$ cat src/rtl/serial_adder_ctrl.sv
// Bit-serial adder controller: shifts two operands LSB-first through one add slice.
// Optional SERIAL_ADD_SUB_EN adds a sub port (s = a - b, c = no-borrow).
module serial_adder_ctrl #(
  parameter int WIDTH = 8
) (
  input  logic             clk,
  input  logic             rst_n,
  input  logic             start,
  input  logic [WIDTH-1:0] a,
  input  logic [WIDTH-1:0] b,
`ifdef SERIAL_ADD_SUB_EN
  input  logic             sub,
`endif
  output logic             busy,
  output logic             done,
  output logic [WIDTH-1:0] s,
  output logic             c
);

  // state   | meaning
  // IDLE    | waiting for start, operands not held
  // RUN     | one operand bit per cycle through the slice
  // DONE    | result registered, done pulse for one cycle

  localparam int CW = (WIDTH > 1) ? $clog2(WIDTH) : 1;
  localparam logic [CW-1:0] CNT_LAST = CW'(WIDTH - 1);

  typedef enum logic [1:0] {
    ST_IDLE = 2'd0,
    ST_RUN  = 2'd1,
    ST_DONE = 2'd2
  } state_t;

  state_t           state, state_nxt;
  logic             busy_nxt, done_nxt;
  logic [CW-1:0]    cnt;
  logic [WIDTH-1:0] sh_a, sh_b, acc;
  logic             cy;
  logic             accept, last_bit;
  logic [WIDTH-1:0] b_load;
  logic             cin;

  // Single-bit slice built from two half-adder stages.
  logic ha1_s, ha1_c, ha2_s, ha2_c, sum_bit, cout;
  assign ha1_s   = sh_a[0] ^ sh_b[0];
  assign ha1_c   = sh_a[0] & sh_b[0];
  assign ha2_s   = ha1_s ^ cy;
  assign ha2_c   = ha1_s & cy;
  assign sum_bit = ha2_s;
  assign cout    = ha1_c | ha2_c;

`ifdef SERIAL_ADD_SUB_EN
  assign b_load = sub ? ~b : b;
  assign cin    = sub;
`else
  assign b_load = b;
  assign cin    = 1'b0;
`endif

  assign accept   = (state == ST_IDLE) && start;
  assign last_bit = (cnt == CNT_LAST);

  always_ff @(posedge clk) begin
    if (!rst_n) begin
      state <= ST_IDLE;
      busy  <= 1'b0;
      done  <= 1'b0;
    end else begin
      state <= state_nxt;
      busy  <= busy_nxt;
      done  <= done_nxt;
    end
  end

  always_comb begin
    state_nxt = state;
    case (state)
      ST_IDLE: if (start) state_nxt = ST_RUN;
      ST_RUN:  if (last_bit) state_nxt = ST_DONE;
      ST_DONE: state_nxt = ST_IDLE;
      default: state_nxt = ST_IDLE;
    endcase
  end

  // busy/done are registered copies of the next state so outputs come straight from flops.
  always_comb begin
    busy_nxt = (state_nxt == ST_RUN);
    done_nxt = (state_nxt == ST_DONE);
  end

  always_ff @(posedge clk) begin
    if (!rst_n) begin
      cnt  <= '0;
      sh_a <= '0;
      sh_b <= '0;
      acc  <= '0;
      cy   <= 1'b0;
      s    <= '0;
      c    <= 1'b0;
    end else if (accept) begin
      cnt  <= '0;
      sh_a <= a;
      sh_b <= b_load;
      cy   <= cin;
    end else if (state == ST_RUN) begin
      sh_a <= {1'b0, sh_a[WIDTH-1:1]};
      sh_b <= {1'b0, sh_b[WIDTH-1:1]};
      acc  <= {sum_bit, acc[WIDTH-1:1]};
      cy   <= cout;
      if (last_bit) begin
        s <= {sum_bit, acc[WIDTH-1:1]};
        c <= cout;
      end else begin
        cnt <= cnt + CW'(1);
      end
    end
  end

endmodule

$ cat config.mk
export PLATFORM = sky130hd
export DESIGN_NAME = serial_adder_ctrl
export DESIGN_NICKNAME = d
export VERILOG_FILES = /design/src/rtl/serial_adder_ctrl.sv
export SDC_FILE = /design/constraint.sdc
export NUM_CORES = 1
export LEC_CHECK = 0
export BUFFER_PORTS_ARGS = -buffer_cell sky130_fd_sc_hd__buf_4
export CELL_PAD_IN_SITES_DETAIL_PLACEMENT = 0
export CELL_PAD_IN_SITES_GLOBAL_PLACEMENT = 2
export CORE_MARGIN = 1.5
export CORE_UTILIZATION = 35
export DETAILED_ROUTE_END_ITERATION = 10
export PLACE_DENSITY = 0.88
export SLEW_MARGIN = 20
export SYNTH_ARGS = -nofsm -noshare
export SYNTH_HDL_FRONTEND = slang
export SYNTH_SLANG_ARGS = --single-unit
$ cat constraint.sdc
create_clock -name clk -period 2.8 [get_ports clk]
set_clock_uncertainty 0.1 [all_clocks]
set_input_delay 0.56 -clock clk [delete_from_list [all_inputs] [get_ports clk]]
set_output_delay 0.56 -clock clk [all_outputs]
set_load 0.02 [all_outputs]
Word-level counts from Yosys, hierarchy flattened
Index checks and enable logic that the tools add are counted.
- bits in registers: 41
- bits of input ports: 19
- add/sub/neg operators: 1
- equal/unequal tests: 4
- mux-type cells: 7
- bitwise operators: 8
- reduce and logical (&&, ||, !) cells: 7
- operators by type and width (kind ; count):
    $mux 8 ; 4
    $eq 2x1->1 const B ; 2
    $mux 2 ; 2
    $pmux 2 s2 ; 1
    $reduce_and 2->1 ; 2
    $add 3x1->3 const B ; 1
    $eq 3x3->1 const B ; 1
    $not 1->1 ; 3
    $reduce_and 3->1 ; 1
    $and 1x1->1 ; 2
    $eq 2x2->1 const B ; 1
    $logic_not 2->1 ; 1
    $reduce_bool 2->1 ; 1
    $reduce_or 2->1 ; 1
    $xor 1x1->1 ; 2
    $logic_and 1x1->1 ; 1
    $or 1x1->1 ; 1

Depth between registers and ports, before layout
Gate-level depths: netlist of the first run.
- depth in word-level cells: 4
- depth in mapped cells: 6

Worst setup path before layout of the first run
Ideal clock, no wire load.
- path type: register to register
- start: register cnt[0]
- end: register cnt[0]
- library setup time: 0.123 ns
- data arrival time: 1.203 ns
- data required time: 2.577 ns
- setup slack: 1.373 ns
- stages on the path, launching flop included: 7
- period minus slack after synthesis: 1.427 ns
- path through: dfxtp_1 -> ha_1 -> ha_1 -> buf_2 -> nor3b_2 -> xnor2_1 -> nor2_1
- cells in the longest elaborated chain, start to end: 3
- elaborated cells between the ends (all ways): 4
- classes of those cells: add/sub: 1; eq/ne: 1; bitwise: 1; reduce/logical: 1
- ends and longest elaborated chain (element ; line ; text):
    from (decl) ; 36 ; logic [CW-1:0] cnt;
    from (signal assigned) ; 114 ; cnt <= cnt + CW'(1);
    parallel branches: the longest is 3 deep, another holds $add 3x1->3 ; n/a ;
Several ways; the timed one is not identified.
A chain may end at the register's enable or synchronous reset.

Final worst setup path of the first run
- start: register cnt[0]
- end: register s[7]
- cells in the longest elaborated chain, start to end: 2
- ends and longest elaborated chain (element ; line ; text):
    $eq 3x3->1 ; 61 ; assign last_bit = (cnt == CNT_LAST);
    $reduce_and 3->1 (no source line) ; n/a ;
    to (signal assigned) ; 111 ; s <= {sum_bit, acc[WIDTH-1:1]};
    to (decl) ; 16 ; output logic [WIDTH-1:0] s,
No other way between the ends.

==> results of run 1 <==
state kept, by name, summed over array words and instances, names as in the netlist:
register,count
sh_b,8
sh_a,8
s,8
state,2
done,1
c,1
cy,1
busy,1
acc,7
cnt,3
how the worst max path moves through the flow:
stage	to	slack (ns)	cells after the start
floorplan	cnt[0]	1.37	6
global placement	s[7]	1.0	5
detailed placement	s[5]	1.03	5
CTS	s[5]	1.01	5
global route	cnt[2]	0.88	3
finish	s[7]	1.05	5
worst min-delay path, cell delays in order (launching register included):
cell and delay [ns]:
dfxtp_1 0.31, nand2_1 0.05, a21boi_1 0.05
cells by family after synthesis:
kind of cell | Yosys count | share of synthesized area, %
AO/OA/AOI/OAI | 68 | 23.5
AND/OR/NAND/NOR | 62 | 20.5
flip-flops | 40 | 46.8
buffers and inverters | 17 | 6.07
adder cells (fa/ha/maj) | 3 | 2.63
XOR/XNOR | 1 | 0.512
Yosys cell counts:
cell / instances / share of area, %
fa_1: 1 / 1.2
and3_1: 4 / 1.5
nor3b_2: 2 / 1.5
o22ai_1: 2 / 0.73
nand3_1: 9 / 2.6
o21ba_4: 1 / 0.95
a22oi_1: 2 / 0.88
nand2_1: 28 / 6.1
o21ai_0: 5 / 1.5
nor2_1: 1 / 0.22
or3b_1: 12 / 6.1
nand2b_1: 2 / 0.73
ha_1: 2 / 1.5
clkbuf_1: 4 / 0.88
a21oi_1: 17 / 5.0
buf_2: 5 / 1.5
o21bai_1: 1 / 0.44
a21boi_1: 16 / 7.0
buf_4: 3 / 1.3
inv_2: 2 / 0.44
nor2b_1: 3 / 1.1
nand3b_2: 1 / 0.66
o21ai_1: 24 / 7.0
dfxtp_1: 40 / 47
buf_6: 3 / 2.0
xnor2_1: 1 / 0.51
final cells by class:
class,instances,area (um^2),area share (%)
Timing Repair Buffer,30,225,11.3
Tap cell,67,83.8,4.19
Clock inverter,1,5.00,0.250
Inverter,2,7.51,0.375
Multi-Input combinational cell,134,807,40.3
Sequential cell,40,801,40.0
Clock buffer,6,72.6,3.62
metal layers:
metal	routed length [um]	vias up	track usage, %	part of all wire [%]
li1	-	705	-	-
met1	1870	599	21.2	55
met2	1420	16	20.8	42
met3	80	4	2.62	2.3
met4	38	0	5.03	1.1
met5	0	-	0	0
report_power, final:
group,switching (mW),total (mW),internal [mW]
clock network,0.183,0.352,0.169
logic,0.0550,0.110,0.0547
registers,0.0190,0.613,0.594
==> results.md, run 1 <==
* Max stage delay on crit path at 0.51 ns
* Cell Pwr Density at 537 nW/um^2
* DR DRC count at 0
* Final Hold Fails at 0
* Hold Startpoint: s[0]
* Row count at 25
* Fin util at 42.4%
* DP Wirelength at 2.22 mm
* Worst Setup End Kind: flip-flop
* Buffers on Ports at 29
* PnR worst setup slack at 1.05 ns
* Placed inst area at 1920 um^2
* Max_cap viols at 0
* YS warnings at 0
* # setup viols final at 0
* Reg2Reg Depth at 5
* Syn_nets at 213
* DR vias at 1,324
* Reg2reg start: cnt[0]
* Die area at 5320 um^2
* Finished Layout Cells at 280
* Post-Syn Area per Cell at 8.96 um^2
* Minimum clock period at 1.75 ns
* CTS tree: done
* # IOs at 30
* Post-CTS setup repair buffer count at 0
* Sequential area share after synthesis at 46.8%
* CTS buffer count at 5
* Commonest non-fill, non-tap cell in the layout: dfxtp_1
* Worst Hold Class: reg -> reg
* Post-synthesis cell type count at 26
* Vias in the first global route at 1,291
* Die W at 72.9 um
* Dpl ws at 1.03 ns
* Antenna violations before repair at 0
* Most frequent cells in the layout: dfxtp_1, buf_4, nand2_1
* Crit path max-delay cell type: ha_1
* WP buf/inv at 0
* Crit path required time at 2.88 ns
* Gr usage total at 14.3%
* Initial drt markers at 124
* VDD IR-drop max at 303 uV
* CTS Root Cell: clkbuf_8
* Gpl congestion at 0.703
* Drt pass-1 iters at 4
* Achievable Freq at 572 MHz
* Wire length of the first global-routing pass at 6.00 mm
* Detail Route Antenna Nets at 0
* Arr. time, crit path at 1.82 ns
* Share of layout cells above drive strength 1 at 19.7%
* CTS H-tree depth at 2
* Total chip power at 1.07 mW
* Drt total wl at 3.41 mm
* Delay-heaviest family, CP: adder cells
* Final Slew Violations at 0
* Synth Register Bits at 40
* Fin Hold WS at 0.356 ns
* Worst Path Max Fanout at 16
* Core Area at 4720 um^2
* Clock slew at reported path FFs at 0.07 ns
* Avg WL per Cell at 12.2 um
* FF-to-FF setup slack at 1.05 ns
* Outcome: finished clean
* Final TNS setup at 0 ns
* Leakage at 0.772 nW
* Pin count of the biggest net entering global routing at 38
* Final-layout fill cell count at 466
* Syn Inst Count at 191
* Tightest Pin Transition at 0.721 ns
* Clock Path Buffers at 2
* Diode count at 0
* P&R area growth vs syn at 17.0%
* Chip Height at 72.9 um
* Worst slew margin at 51.9%
* RSZ-0062 raised after global routing: false
* Clk sink count at 40
* Initial core utilization at 36.2%
* Most frequent CP cell: ha_1
* Worst r2r dst: s[7]
* Final Instance Area at 2000 um^2
* Hold Path Cell Cnt at 2
* Worst Setup Path Type: reg -> reg
* # hold bufs at CTS at 0
* Crit share post-route at 62.4%
* Overflow after GRT at 0
* Number of gates resized after cts at 0
* Crit-path cells: ha_1, ha_1, nand3b_2, nand2_1, a21boi_1
* Skew-Pair Late Insertion Delay at 0.28 ns
* Setup crit start: cnt[0]
* Crit start category: flip-flop
* Worst min-delay path endpoint: s[0]
* Cell Area, Synth at 1710 um^2
* Nets at 235
* Vias per cell at 4.73
* Cells after DPL at 273
Note: power is estimated with default switching activity, not from simulation.
==> inputs of run 2 (changes only) <==
- CORE_UTILIZATION: 35 -> 33
- PLACE_DENSITY: 0.88 -> 0.84
- clock period: 2.8 -> 1.8 ns (I/O delays scaled with it)
==> run 2 against run 1 <==
  * Utilization shrank 2.2 points
  * Setup slack worse by 0.74 ns
  * Wire length rose by 3.5%
  * Sequential cell count stayed put
  * Global-route usage is 0.37 points lower
  * Count of clock-buffer cells in the layout stayed put
  * Die area increased by 5.8%
  * Non-clock buffer count rose by 3
  * Sequential power increased by 55%
  * Critical path type unchanged
==> results.md, run 2 (same netlist as run 1, synthesis figures left out) <==
* Outcome: finished clean
* Reg2reg start: state[0]
* # setup viols final at 0 (unchanged)
* Arr. time, crit path at 1.56 ns (-0.26 ns)
* Clock Path Buffers at 2 (unchanged)
* CTS H-tree depth at 2 (unchanged)
* Busiest grt layer: met2
* Worst slew margin at 67.0% (+15 points)
* Worst r2r dst: sh_b[0]
* Antenna violations before repair at 0 (unchanged)
* Post-CTS setup repair buffer count at 0 (unchanged)
* Row count at 26 (+4.0%)
* DP Wirelength at 2.30 mm (+3.6%)
* Tightest Pin Transition at 0.495 ns (-0.226 ns)
* Cell Pwr Density at 835 nW/um^2 (+56%)
* DR vias at 1,358 (+2.6%)
* Final Hold Fails at 0 (unchanged)
* Detail Route Antenna Nets at 0 (unchanged)
* Final TNS setup at 0 ns (unchanged)
* Drt pass-1 iters at 4 (unchanged)
* Crit start category: flip-flop
* Die area at 5630 um^2 (+5.8%)
* Crit path required time at 1.87 ns (-1.01 ns)
* Drt total wl at 3.53 mm (+3.5%)
* Fin util at 40.2% (-2.2 points)
* Biggest regs: s x8, sh_a x8, sh_b x8
* Vias in the first global route at 1,296 (+0.39%)
* Worst min-delay path endpoint: sh_b[7]
* Clock slew at reported path FFs at 0.07 ns (about the same)
* Buffers on Ports at 29 (unchanged)
* Wire length of the first global-routing pass at 5.91 mm (-1.6%)
* Clk sink count at 40 (unchanged)
* Worst Setup End Kind: flip-flop
* RSZ-0062 raised after global routing: false
* Overflow after GRT at 0 (unchanged)
* Die W at 75.0 um (+2.9%)
* Hold Path Cell Cnt at 3 (+1)
* GR Util met1 at 18.5% (-2.7 points)
* FF-to-FF setup slack at 0.31 ns (-0.74 ns)
* Pin count of the biggest net entering global routing at 38 (unchanged)
* Minimum clock period at 1.49 ns (-0.261 ns)
* Skew-Pair Late Insertion Delay at 0.29 ns (about the same)
* Worst Hold Class: in -> reg
* # IOs at 30 (unchanged)
* CTS tree: done
* Share of layout cells above drive strength 1 at 20.8% (+1.1 points)
* CTS Root Cell: clkbuf_8
* # hold bufs at CTS at 0 (unchanged)
* VDD IR-drop max at 288 uV (-5.0%)
* Hold Startpoint: b[7]
* Reg2Reg Depth at 3 (-2)
* Vias per cell at 4.75 (+0.42%)
* Met2 GRT Util at 21.7% (+0.94 points)
* Most frequent cells in the layout: dfxtp_1, buf_4, nand2_1
* Initial drt markers at 133 (+7.3%)
* Final Slew Violations at 0 (unchanged)
* Initial core utilization at 33.9% (-2.3 points)
* Chip Height at 75.0 um (+2.9%)
* Worst Path Max Fanout at 15 (-1)
* Leakage at 0.788 nW (+2.0%)
* Worst Setup Path Type: reg -> reg
* CTS buffer count at 5 (unchanged)
* DR DRC count at 0 (unchanged)
* Crit share post-route at 82.6% (+20 points)
* Achievable Freq at 672 MHz (+18%)
* Max_cap viols at 0 (unchanged)
* Core Area at 5040 um^2 (+6.8%)
* Commonest non-fill, non-tap cell in the layout: dfxtp_1
* Gpl congestion at 0.679 (-3.4%)
* Grt met3 use at 4.42% (+1.8 points)
* Avg WL per Cell at 12.3 um (+1.3%)
* P&R area growth vs syn at 18.5%
* Gr usage total at 13.9% (-0.37 points)
* Nets at 238 (+1.3%)
* Diode count at 0 (unchanged)
* Number of gates resized after cts at 0 (unchanged)
run 2: through the flow:
stage          area [um^2]  cells  hold WS [ns]  setup WS (ns)  total power [mW]
5_1_grt               2030    286         0.231          0.163              1.77
3_3_place_gp          1950    279         0.346          0.312              1.15
2_1_floorplan         1710    191         0.335          0.373              1.10
6_report              2030    286         0.231          0.312              1.69
3_5_place_dp          1950    279         0.346          0.307              1.15
4_1_cts               2030    286         0.225          0.299              1.71
run 2: area by class of cell:
type                       count  area, um^2
inverter                       2        7.51
timing repair buffer          33         248
clock buffer                   6        72.6
clock inverter                 1        5.00
sequential                    40         801
fill                         545        3010
tap                           70        87.6
multi-input combinational    134         807
run 2: per-layer routing:
layer | vias up | part of all wire, %
met2 | 13 | 45
met5 | - | 0
met1 | 628 | 51
met4 | 0 | 0.96
li1 | 713 | -
met3 | 4 | 3.0
run 2: worst max-delay path by stage:
stage	startpoint	to	slack [ns]	cells past startpoint
after global placement	cnt[0]	cnt[0]	0.31	5
after floorplan	cnt[0]	cnt[0]	0.37	6
after global routing	state[0]	cnt[2]	0.16	3
after detailed placement	cnt[0]	cnt[0]	0.31	5
final	state[0]	sh_b[0]	0.31	3
after CTS	cnt[0]	cnt[0]	0.30	5
run 2: power breakdown:
| group | leakage [nW] | internal (mW) | switching [mW] |
|---|---|---|---|
| Clock | 0.0410 | 0.264 | 0.301 |
| Sequential | 0.327 | 0.923 | 0.0249 |
| Combinational | 0.420 | 0.0890 | 0.0915 |
| Total | 0.788 | 1.28 | 0.418 |
run 2: worst max-delay path, stage by stage, from the launching register on:
cell     delay [ns]
dfxtp_1        0.63
inv_2          0.23
o21ai_0        0.30
a21oi_1        0.11
==> inputs of run 3 (changes only) <==
- clock period: 1.8 -> 1.4 ns (I/O delays scaled with it)
==> run 3 against run 2 <==
  * Sequential share of layout area fell by 2.6 points
  * Register-to-register slack got worse by 0.24 ns
  * Clock power rose by 62%
  * Count of clock-buffer cells in the layout did not move
  * Utilization rose by 2.9 points
  * Critical endpoint is now cnt[0]
  * Largest cell class unchanged
  * Largest power group unchanged
==> results.md, run 3 (same netlist as run 1, synthesis figures left out) <==
* Outcome: finished clean
* DR DRC count at 0 (unchanged)
* Crit-path cells: ha_2, ha_4, nor3b_4, xnor2_1, nor2_1
* Row count at 26 (unchanged)
* Antenna violations before repair at 0 (unchanged)
* Buffers on Ports at 29 (unchanged)
* Final Instance Area at 2170 um^2 (+7.1%)
* Worst Hold Class: in -> reg
* Overflow after GRT at 0 (unchanged)
* Worst Path Max Fanout at 5 (-10)
* RSZ-0062 raised after global routing: false
* Drt pass-1 iters at 4 (unchanged)
* Drt total wl at 3.64 mm (+3.2%)
* Worst Setup End Kind: flip-flop
* Achievable Freq at 755 MHz (+12%)
* Initial core utilization at 33.9% (unchanged)
* # setup viols final at 0 (unchanged)
* Dpl ws at 0.0203 ns (-0.287 ns)
* WP buf/inv at 0 (-1)
* # IOs at 30 (unchanged)
* Cell Pwr Density at 1100 nW/um^2 (+32%)
* CTS tree: done
* Vias in the first global route at 1,351 (+4.2%)
* Detail Route Antenna Nets at 0 (unchanged)
* P&R area growth vs syn at 26.9%
* Gr usage total at 15.1% (+1.2 points)
* VDD IR-drop max at 498 uV (+73%)
* Crit share post-route at 94.6% (+12 points)
* Die W at 75.0 um (unchanged)
* Vias per cell at 4.77 (+0.39%)
* DR vias at 1,411 (+3.9%)
* Busiest grt layer: met2
* Core Area at 5040 um^2 (unchanged)
* Worst Setup Path Type: reg -> reg
* Max stage delay on crit path at 0.32 ns (-0.31 ns)
* DP Wirelength at 2.41 mm (+5.0%)
* Arr. time, crit path at 1.41 ns (-0.15 ns)
* Biggest regs: s x8, sh_a x8, sh_b x8
* Leakage at 0.871 nW (+11%)
* Most frequent cells in the layout: dfxtp_1, buf_4, nand2_1
* Delay-heaviest family, CP: adder cells
* Clk sink count at 40 (unchanged)
* Pin count of the biggest net entering global routing at 23 (-39%)
* Initial drt markers at 75 (-44%)
* CTS Root Cell: clkbuf_8
* Gpl congestion at 0.696 (+2.5%)
* GR Util met1 at 20.5% (+2.1 points)
* Minimum clock period at 1.32 ns (-0.163 ns)
* Grt met3 use at 5.22% (+0.80 points)
* Final TNS setup at 0 ns (unchanged)
* Final Slew Violations at 0 (unchanged)
* Share of layout cells above drive strength 1 at 25.2% (+4.4 points)
* Avg WL per Cell at 12.3 um (-0.31%)
* Final Hold Fails at 0 (unchanged)
* CTS H-tree depth at 2 (unchanged)
* Chip Height at 75.0 um (unchanged)
* Clock slew at reported path FFs at 0.08 ns (about the same)
* Met2 GRT Util at 22.8% (+1.1 points)
* Max_cap viols at 0 (unchanged)
* Placed inst area at 2040 um^2 (+4.6%)
* Nets at 247 (+3.8%)
* Wire length of the first global-routing pass at 6.40 mm (+8.3%)
* Tightest Pin Transition at 0.405 ns (-0.0899 ns)
* Crit path required time at 1.48 ns (-0.39 ns)
* # hold bufs at CTS at 0 (unchanged)
* Diode count at 0 (unchanged)
* Die area at 5630 um^2 (unchanged)
* Crit path max-delay cell type: dfxtp_1
* PnR worst setup slack at 0.0753 ns (-0.237 ns)
* Worst slew margin at 73.0% (+6.0 points)
* Skew-Pair Late Insertion Delay at 0.29 ns (about the same)
* CTS buffer count at 5 (unchanged)
* Final-layout fill cell count at 511 (-6.2%)
* Crit start category: flip-flop
* Clock Path Buffers at 2 (unchanged)
[run 3: layout make-up]
cell class | count | area (um^2) | area share, %
multi-input combinational | 134 | 837 | 38.5
sequential | 40 | 801 | 36.9
timing repair buffer | 42 | 332 | 15.3
tap | 70 | 87.6 | 4.03
clock buffer | 6 | 72.6 | 3.34
clock inverter | 2 | 35.0 | 1.61
inverter | 2 | 7.51 | 0.346
[run 3: worst paths after layout]
kind,from,endpoint,slack [ns],depth (start not counted)
max,cnt[0],cnt[0],0.08,5
min reg2reg,s[1],s[1],0.35,2
max reg2reg,cnt[0],cnt[0],0.08,5
min,b[7],sh_b[7],0.15,3
[run 3: timing repair]
| item | CTS | global route |
|---|---|---|
| setup endpoints to repair | 2 | 11 |
| pin swaps | 0 | 1 |
| buffers inserted | 0 | 0 |
| endpoints found under the hold margin | 0 | 0 |
| resized for setup | 1 | 3 |
[run 3: tightest hold or removal path: stages]
cell,delay [ns]
buf_4,0.08
a22oi_1,0.05
nor2b_1,0.10
[run 3: metrics by stage]
stage	power, mW	instances	hold slack [ns]	utilization [%]
finish	2.40	296	0.151	43.1
global route	2.53	296	0.147	43.1
CTS	2.44	296	0.146	42.8
detailed placement	1.51	288	0.346	40.4
global placement	1.51	288	0.342	40.4
floorplan	1.41	191	0.335	-
[run 3: where the power goes]
part / switching (mW) / internal, mW / total [mW]
Sequential: 0.0296 / 1.19 / 1.22
Combinational: 0.127 / 0.139 / 0.266
Clock: 0.388 / 0.529 / 0.917
Total: 0.544 / 1.86 / 2.40
[run 3: metal layers]
layer,vias to the layer above,wire length (um)
met3,2,132
met4,0,22
met1,650,1790
met2,22,1690
met5,-,0
li1,737,-
